$ cat src/rtl/bcd_display_scanner_if.sv
// rtl/bcd_display_scanner_if.sv - packed-BCD valid/ready input channel for the display scanner
interface bcd_display_scanner_if;
    logic [15:0] in_bcd;
    logic        in_valid;
    logic        in_ready;

    modport master (
        output in_bcd,
        output in_valid,
        input  in_ready
    );

    modport slave (
        input  in_bcd,
        input  in_valid,
        output in_ready
    );
endinterface

$ cat src/rtl/bcd_display_scanner.sv
// rtl/bcd_display_scanner.sv - 4-digit multiplexed seven-segment scanner, optional LEADING_ZERO_BLANK_EN
module bcd_display_scanner #(
    parameter int DIV_COUNT = 50000,
    parameter int DIV_WIDTH = 16
) (
    input  logic                   clk,
    input  logic                   reset_n,
    bcd_display_scanner_if.slave   bus,
    output logic [6:0]             seg,
    output logic [3:0]             an
);

    localparam logic [DIV_WIDTH-1:0] DIV_LAST = DIV_WIDTH'(DIV_COUNT - 1);

    logic [DIV_WIDTH-1:0] prescaler;
    logic [1:0]           digit;
    logic                 pending;
    logic [15:0]          pend_val;
    logic [15:0]          disp_val;
    logic                 in_ready_q;

    logic                 tick;
    logic                 frame_wrap;
    logic                 promote;
    logic                 accept;
    logic [1:0]           next_digit;
    logic [15:0]          frame_val;

    // Active-low segment pattern {g,f,e,d,c,b,a}; non-decimal nibbles show a dash.
    function automatic logic [6:0] decode_nibble(input logic [3:0] nib);
        logic [6:0] pattern;
        case (nib)
            4'd0:    pattern = 7'h40;
            4'd1:    pattern = 7'h79;
            4'd2:    pattern = 7'h24;
            4'd3:    pattern = 7'h30;
            4'd4:    pattern = 7'h19;
            4'd5:    pattern = 7'h12;
            4'd6:    pattern = 7'h02;
            4'd7:    pattern = 7'h78;
            4'd8:    pattern = 7'h00;
            4'd9:    pattern = 7'h10;
            default: pattern = 7'h3F;
        endcase
        return pattern;
    endfunction

    // Segment pattern for one digit position of a packed BCD word.
    function automatic logic [6:0] digit_segments(input logic [15:0] value, input logic [1:0] pos);
        logic [3:0] nib;
        logic       dark;
        nib  = value[{pos, 2'b00} +: 4];
        dark = 1'b0;
`ifdef LEADING_ZERO_BLANK_EN
        // A digit is dark only when it and everything above it are zero; a
        // non-decimal nibble is nonzero, so it naturally stops the blanking.
        case (pos)
            2'd3:    dark = (value[15:12] == 4'd0);
            2'd2:    dark = (value[15:8] == 8'd0);
            2'd1:    dark = (value[15:4] == 12'd0);
            default: dark = 1'b0;
        endcase
`endif
        return dark ? 7'h7F : decode_nibble(nib);
    endfunction

    assign tick       = (prescaler == DIV_LAST);
    assign frame_wrap = tick && (digit == 2'd3);
    assign promote    = frame_wrap && pending;
    assign accept     = bus.in_valid && in_ready_q;
    assign next_digit = digit + 2'd1;
    // On the wrap edge digit 0 must already show the promoted value.
    assign frame_val  = promote ? pend_val : disp_val;
    assign bus.in_ready = in_ready_q;

    // Refresh prescaler: one tick every DIV_COUNT clocks.
    always_ff @(posedge clk or negedge reset_n) begin
        if (!reset_n) begin
            prescaler <= '0;
        end else if (tick) begin
            prescaler <= '0;
        end else begin
            prescaler <= prescaler + DIV_WIDTH'(1);
        end
    end

    // Digit scan: advance the digit and drive its anode and segments on each tick.
    always_ff @(posedge clk or negedge reset_n) begin
        if (!reset_n) begin
            digit <= 2'd0;
            an    <= 4'b1111;
            seg   <= 7'h7F;
        end else if (tick) begin
            digit <= next_digit;
            an    <= ~(4'b0001 << next_digit);
            seg   <= digit_segments(frame_val, next_digit);
        end
    end

    // Handshake and frame-aligned promotion of the pending value.
    always_ff @(posedge clk or negedge reset_n) begin
        if (!reset_n) begin
            pending    <= 1'b0;
            pend_val   <= 16'h0000;
            disp_val   <= 16'h0000;
            in_ready_q <= 1'b1;
        end else if (promote) begin
            // in_ready is low whenever pending is set, so no accept can collide here.
            disp_val   <= pend_val;
            pending    <= 1'b0;
            in_ready_q <= 1'b1;
        end else if (accept) begin
            // An accept on a wrap edge with nothing pending waits for the next frame.
            pend_val   <= bus.in_bcd;
            pending    <= 1'b1;
            in_ready_q <= 1'b0;
        end
    end

endmodule

$ cat src/flat_wrapper.sv
// flat-port wrapper written by rule: the top's interface ports become plain ports
module bcd_display_scanner_flat 
#(
    parameter int DIV_COUNT = 50000,
    parameter int DIV_WIDTH = 16
)
  (clk, reset_n, seg, an, bus_in_bcd, bus_in_valid, bus_in_ready);
  bcd_display_scanner_if bus_i ();
  input  logic clk;
  input  logic reset_n;
  output logic [6:0] seg;
  output logic [3:0] an;
  input wire logic [$bits(bus_i.in_bcd)-1:0] bus_in_bcd;
  input wire logic [$bits(bus_i.in_valid)-1:0] bus_in_valid;
  output wire logic [$bits(bus_i.in_ready)-1:0] bus_in_ready;
  assign bus_i.in_bcd = bus_in_bcd;
  assign bus_i.in_valid = bus_in_valid;
  assign bus_in_ready = bus_i.in_ready;
  bcd_display_scanner #(.DIV_COUNT(DIV_COUNT), .DIV_WIDTH(DIV_WIDTH)) u_core (.clk(clk), .reset_n(reset_n), .bus(bus_i), .seg(seg), .an(an));
endmodule
$ cat config.mk
export PLATFORM = sky130hd
export DESIGN_NAME = bcd_display_scanner_flat
export DESIGN_NICKNAME = d
export VERILOG_FILES = /design/src/rtl/bcd_display_scanner_if.sv /design/src/rtl/bcd_display_scanner.sv /design/src/flat_wrapper.sv
export SDC_FILE = /design/constraint.sdc
export NUM_CORES = 1
export LEC_CHECK = 0
export ABC_AREA = 1
export BUFFER_PORTS_ARGS = -buffer_cell sky130_fd_sc_hd__buf_2
export CAP_MARGIN = 20
export CORE_MARGIN = 2
export CORE_UTILIZATION = 31
export CTS_BUF_LIST = sky130_fd_sc_hd__clkbuf_16
export CTS_CLUSTER_DIAMETER = 30
export DETAILED_ROUTE_END_ITERATION = 7
export SLEW_MARGIN = 0
export SYNTH_ARGS = -nofsm -noshare
export SYNTH_HDL_FRONTEND = slang
export SYNTH_SLANG_ARGS = --single-unit
$ cat constraint.sdc
create_clock -name clk -period 2.5 [get_ports clk]
set_clock_uncertainty 0.15 [all_clocks]
set_input_delay 0.625 -clock clk [delete_from_list [all_inputs] [get_ports clk]]
set_output_delay 0.625 -clock clk [all_outputs]
set_load 0.03 [all_outputs]
Word level (Yosys, flattened, before mapping)
Memories as Yosys holds them, arrays and structs flattened. A register that Yosys moved wholly into a read port is not among the register bits.
Index checks and enable logic that the tools add are counted.
Operators by class
  add/subtract/negate cells: 2
  equality and inequality tests: 2
  shifts and indexed selects: 2
  multiplexer cells: 6
  bitwise operators: 2
  reductions and logical operators: 6
Operators with widths (number)
  16-bit 2-to-1 mux: 2
  16-bit by 1-bit adder with 16-bit output, second input constant: 1
  16-bit == test, second input constant: 1
  16-bit by 5-bit variable part select with 4-bit output: 1
  1-bit 2-to-1 mux: 4
  4-bit NOT: 1
  1-bit by 2-bit << shifter with 4-bit output, first input constant: 1
  1-bit logical AND: 3
  2-bit by 1-bit adder with 2-bit output, second input constant: 1
  2-bit == test, second input constant: 1
  2-bit AND reduction: 1
  2-bit nonzero test: 1
  1-bit logical NOT: 1
  1-bit NOT: 1
Storage, ports and cells
  register bits after elaboration: 56
  memory bits (read-only): 112
  bits of input ports: 19
  output and inout bits: 12
  logic and storage cells: 28
  memories kept: 1
Memory list
  (no name shown): words 16, width 7, read ports 1, clocked after memory_dff 1, wr ports 0, RTL line bcd_display_scanner.sv:32  | case (nib)

Depth between registers and ports, before layout
  word-level depth: 5
  gate-level depth with buffers: 18
  depth with buffers taken out: 18

Least setup slack after synthesis
OpenSTA, ideal clock, no wires.
  kind: reg-to-reg
  start point: register u_core.digit[0]
  end point: register u_core.seg[3]
  library setup time: 0.076 ns
  arrival: 2.204 ns
  data required time: 2.274 ns
  setup slack: 0.070 ns
  cell stages (with the launch flop): 15
  buffers on the path: 2
  period minus slack after synthesis: 2.430 ns
  cell sequence: dfrtp_1 > ha_1 > clkbuf_1 > buf_2 > nand4_1 > nand3_1 > nand3_1 > nand2_1 > inv_1 > ha_1 > nand3_1 > nand3_1 > nand2_1 > nand2_1 > nand2_1
On the way
  word-level cells in the longest chain between the ends: 5
  elaborated cells between the ends (all ways): 6
  those cells by class: add/sub (1); eq/ne (1); shift (1); mux (1); reduce/logical (2)
RTL lines
  start, declared: RTL line bcd_display_scanner.sv:16  | logic [1:0] digit;
  start signal, assigned: RTL line bcd_display_scanner.sv:94  | digit <= next_digit;
  2-bit == test: RTL line bcd_display_scanner.sv:68  | assign frame_wrap = tick && (digit == 2'd3);
  1-bit logical AND: RTL line bcd_display_scanner.sv:68
  1-bit logical AND: RTL line bcd_display_scanner.sv:69  | assign promote = frame_wrap && pending;
  16-bit 2-to-1 mux: RTL line bcd_display_scanner.sv:73  | assign frame_val = promote ? pend_val : disp_val;
  16-bit by 5-bit variable part select with 4-bit output (*): RTL line bcd_display_scanner.sv:52  | nib = value[{pos, 2'b00} +: 4];
  end, declared: RTL line bcd_display_scanner.sv:9  | output logic [6:0] seg,
Every way passes the cells marked *; elsewhere a longest branch is shown, timed or not.
A chain may end at the register's enable or synchronous reset.

Worst setup path in the final report
  start point: register u_core.prescaler[0]
  end point: register u_core.seg[1]
On the way
  word-level cells in the longest chain between the ends: 5
RTL lines
  start, declared: RTL line bcd_display_scanner.sv:15  | logic [DIV_WIDTH-1:0] prescaler;
  start signal, assigned: RTL line bcd_display_scanner.sv:83  | prescaler <= prescaler + DIV_WIDTH'(1);
  16-bit == test (*): RTL line bcd_display_scanner.sv:67  | assign tick = (prescaler == DIV_LAST);
  1-bit logical AND: RTL line bcd_display_scanner.sv:68
  1-bit logical AND: RTL line bcd_display_scanner.sv:69
  16-bit 2-to-1 mux: RTL line bcd_display_scanner.sv:73
  16-bit by 5-bit variable part select with 4-bit output: RTL line bcd_display_scanner.sv:52
Marks and branches as above.

==> out/results.txt <==
slew margin rel. = 72.9%
Worst Path Arrival = 2.62 ns
final net count = 470
Avg Inst Size Synth = 8.45 um2
multiplexer share of the synthesized area = 2.07%
die area = 0.0114 mm2
wirelength, routed = 7330 um
register area share after synthesis = 48.8%
CP Capture Type = flip-flop
antenna cells = 0
slowest stage delay, CP = 0.37 ns
FF+latch count, synth = 63
Tot Pwr = 0.00236 W
Post-Synth Simple-Gate Area = 30.3%
Initial Util = 31.8%
vias per cell = 4.56
Final HPWL DP = 5240 um
clock period minus worst slack = 2.50 ns
met2 usage = 21.4%
drc violations = 0
largest net degree at the start of global routing = 64
post-synth cell types = 30
Initial DRC Count = 120
Post-Place Cell Area = 0.00365 mm2
final setup violation count = 0
area grow syn2layout = 27.1%
total vias in the final route = 2649
EDFF count, synth = 0
Crit Path Class = flip-flop to flip-flop
port buffer count = 30
maximum clock insertion buffer count = 2
core area = 0.0103 mm2
cell row count = 37
final-report hold violation count = 0
grt ovf = 0
period utilization = 99.8%
worst setup margin = 0.00498 ns
crit path cell chain = ha_2 > nand2_2 > nor2_4 > nand2_2 > nor2_4 > buf_6 > nand4_1 > nand3_2 > nand3_2 > nand2_4 > inv_4 > ha_4 > nand3_2 > nand2_1 > nand3_1 > nand2_1
Gate Count Post-Synth = 386
vias in the first global route = 2560
Post-Synth Adder-Cell Area = 4.22%
first-pass GRT wire length = 12200 um
clk_lat worst skew = 0.33 ns
Register-to-Register Setup Slack = 0.005 ns
Worst-Margin Slew = 0.406 ns
clock-pin slew on the worst setup and hold paths = 0.06 ns
worst min path class = input port to async pin
worst reg2reg startpoint = u_core.prescaler[0]$_DFF_PN0_
Synth Area in Compound Gates = 5.14%
FF/Latch Area = 0.00159 mm2
die height = 107 um
asr flop ratio synth = 100%
number of buffers created by CTS = 9
Critical path origin = u_core.prescaler[0]$_DFF_PN0_
CTS Root Cell = clkbuf_16
Worst VDD drop = 0.476 mV
I/O Pins = 31
worst path required time = 2.62 ns
status = finished, final reports clean
hold_buf cts = 0
xor/xnor share of the synthesized area = 1.07%
initial antenna violation count = 0
Net Count, Synth = 416
max_cap viols = 0
fraction of layout cells with a size suffix above 1 = 30.8%
Final GP Congestion = 0.814
grt met1 use = 18.3%
Die W = 107 um
Slew Limit Fails = 0
drt pass-1 iters = 4
largest family of logic cells by synthesized area = simple AND/OR/NAND/NOR gates
synthesized area = 0.00326 mm2
hold_ws = 0.130 ns
Max Freq = 401 MHz
yosys synthesis warning count = 0
H-tree levels = 3
leakage = 2.13 nW
Synth Flop Type = dfrtp_1
CTS tree = yes
critical path fanouts, max = 5
dpl ws = -0.0858 ns
GR peak layer = met2
Multi-input gate area = 0.00152 mm2
met3 Track Usage GR = 2.86%
CTS Sinks = 63
critical path's slowest cell = dfrtp_1
GRT Total Usage = 13.5%
final non-filler cell area = 0.00415 mm2
most used cell, CP = nand3_2
Filler cells = 1049
CP startpoint kind = flip-flop
PD cells = 568 mW/mm2
RSZ-0062 raised after global routing = yes
Routed WL per cell = 12.6 um
ANT nets after route = 0
-- cell families after synthesis --
group / count (synthesis)
xor gates and xnor gates: 4
muxes: 6
buffers and inverters: 65
and+or+nand+nor: 205
AOI/OAI and AO/OA: 32
DFF: 63
adders and majority gates: 11
-- power breakdown --
part	switching [W]	total [W]	internal, W
clock	0.000440	0.00120	0.000761
combinational	0.0000550	0.0000886	0.0000335
sequential	0.0000128	0.00107	0.00105
-- area by class of cell --
type / instances / area share [%]
clock buffers: 9 / 5.43
clock inverters: 7 / 1.54
inverters: 52 / 4.83
multi-input cells: 258 / 36.7
flip-flops and latches: 63 / 38.4
well taps: 136 / 4.10
repair buffers: 56 / 9.08
-- layer usage --
metal | share of wire, % | wire length (um)
met1 | 47 | 3450
met5 | 0 | 0
met3 | 4.4 | 322
met4 | 0.48 | 35
met2 | 48 | 3530
-- synth_stat cells, drive strengths merged, types with 2 or more instances --
cell type / instances / share of area, %
dfstp: 12 / 9.7
nand4: 17 / 3.3
ha: 11 / 4.2
buf: 10 / 2.1
clkbuf: 3 / 0.35
nand3: 44 / 8.3
inv: 51 / 5.9
nand2: 102 / 13
mux2: 6 / 2.1
dfrtp: 51 / 39
a21oi: 16 / 2.5
and2: 2 / 0.38
nor2: 37 / 4.9
xor2: 4 / 1.1
o21ai: 14 / 2.3
-- cell usage in the layout, fill, tap and decap left out, drive strengths merged --
cell type / count
a21oi: 16
a31oi: 1
and2: 2
buf: 56
bufinv: 1
clkbuf: 9
clkinv: 6
clkinvlp: 1
dfrtp: 51
dfstp: 12
ha: 11
inv: 51
mux2: 6
nand2: 102
nand3: 44
nand4: 17
nor2: 37
nor3: 1
nor3b: 1
o21a: 1
o21ai: 14
or2: 1
xor2: 4
-- metrics by stage --
step | setup TNS (ns) | util, % | cells
after floorplan | 0 | - | 386
after global placement | 0 | 35.5 | 557
after detailed placement | -0.223 | 35.5 | 557
after CTS | 0 | 38.4 | 574
after global routing | -0.702 | 40.4 | 581
final | 0 | 40.4 | 581
-- registers in the layout, summed over array words and instances (netlist names) --
signal / flops
u_core.disp_val: 16
u_core.pend_val: 16
u_core.prescaler: 16
u_core.seg: 7
u_core.an: 4
u_core.digit: 2
u_core.bus.in_ready: 1
u_core.pending: 1
-- worst paths after layout --
| check | endpoint | cells after the start |
|---|---|---|
| max in group asynchronous | u_core.an[0]$_DFFE_PN1N_ | 2 |
| hold reg to reg | u_core.prescaler[0]$_DFF_PN0_ | 1 |
| setup / recovery | u_core.seg[1]$_DFFE_PN1N_ | 16 |
| min in group clk | u_core.prescaler[0]$_DFF_PN0_ | 1 |
| setup reg to reg | u_core.seg[1]$_DFFE_PN1N_ | 16 |
| hold / removal | u_core.prescaler[7]$_DFF_PN0_ | 2 |
-- timing repair --
action                                  CTS  global route
gates cloned                              0             0
buffers inserted                          1             7
endpoints found under the setup margin    6             8
endpoints found under the hold margin     0             0
pin swaps                                 1            22
gates resized for setup                   0            38
-- critical path: cells and delay by family, from the launching register on --
family / cells / cell delay, ns
adder cells (fa/ha/maj): 2 / 0.46
buffers and inverters: 2 / 0.19
flip-flops: 1 / 0.37
AND/OR/NAND/NOR: 12 / 1.27
No activity file was read; power rests on OpenSTA's default activity.
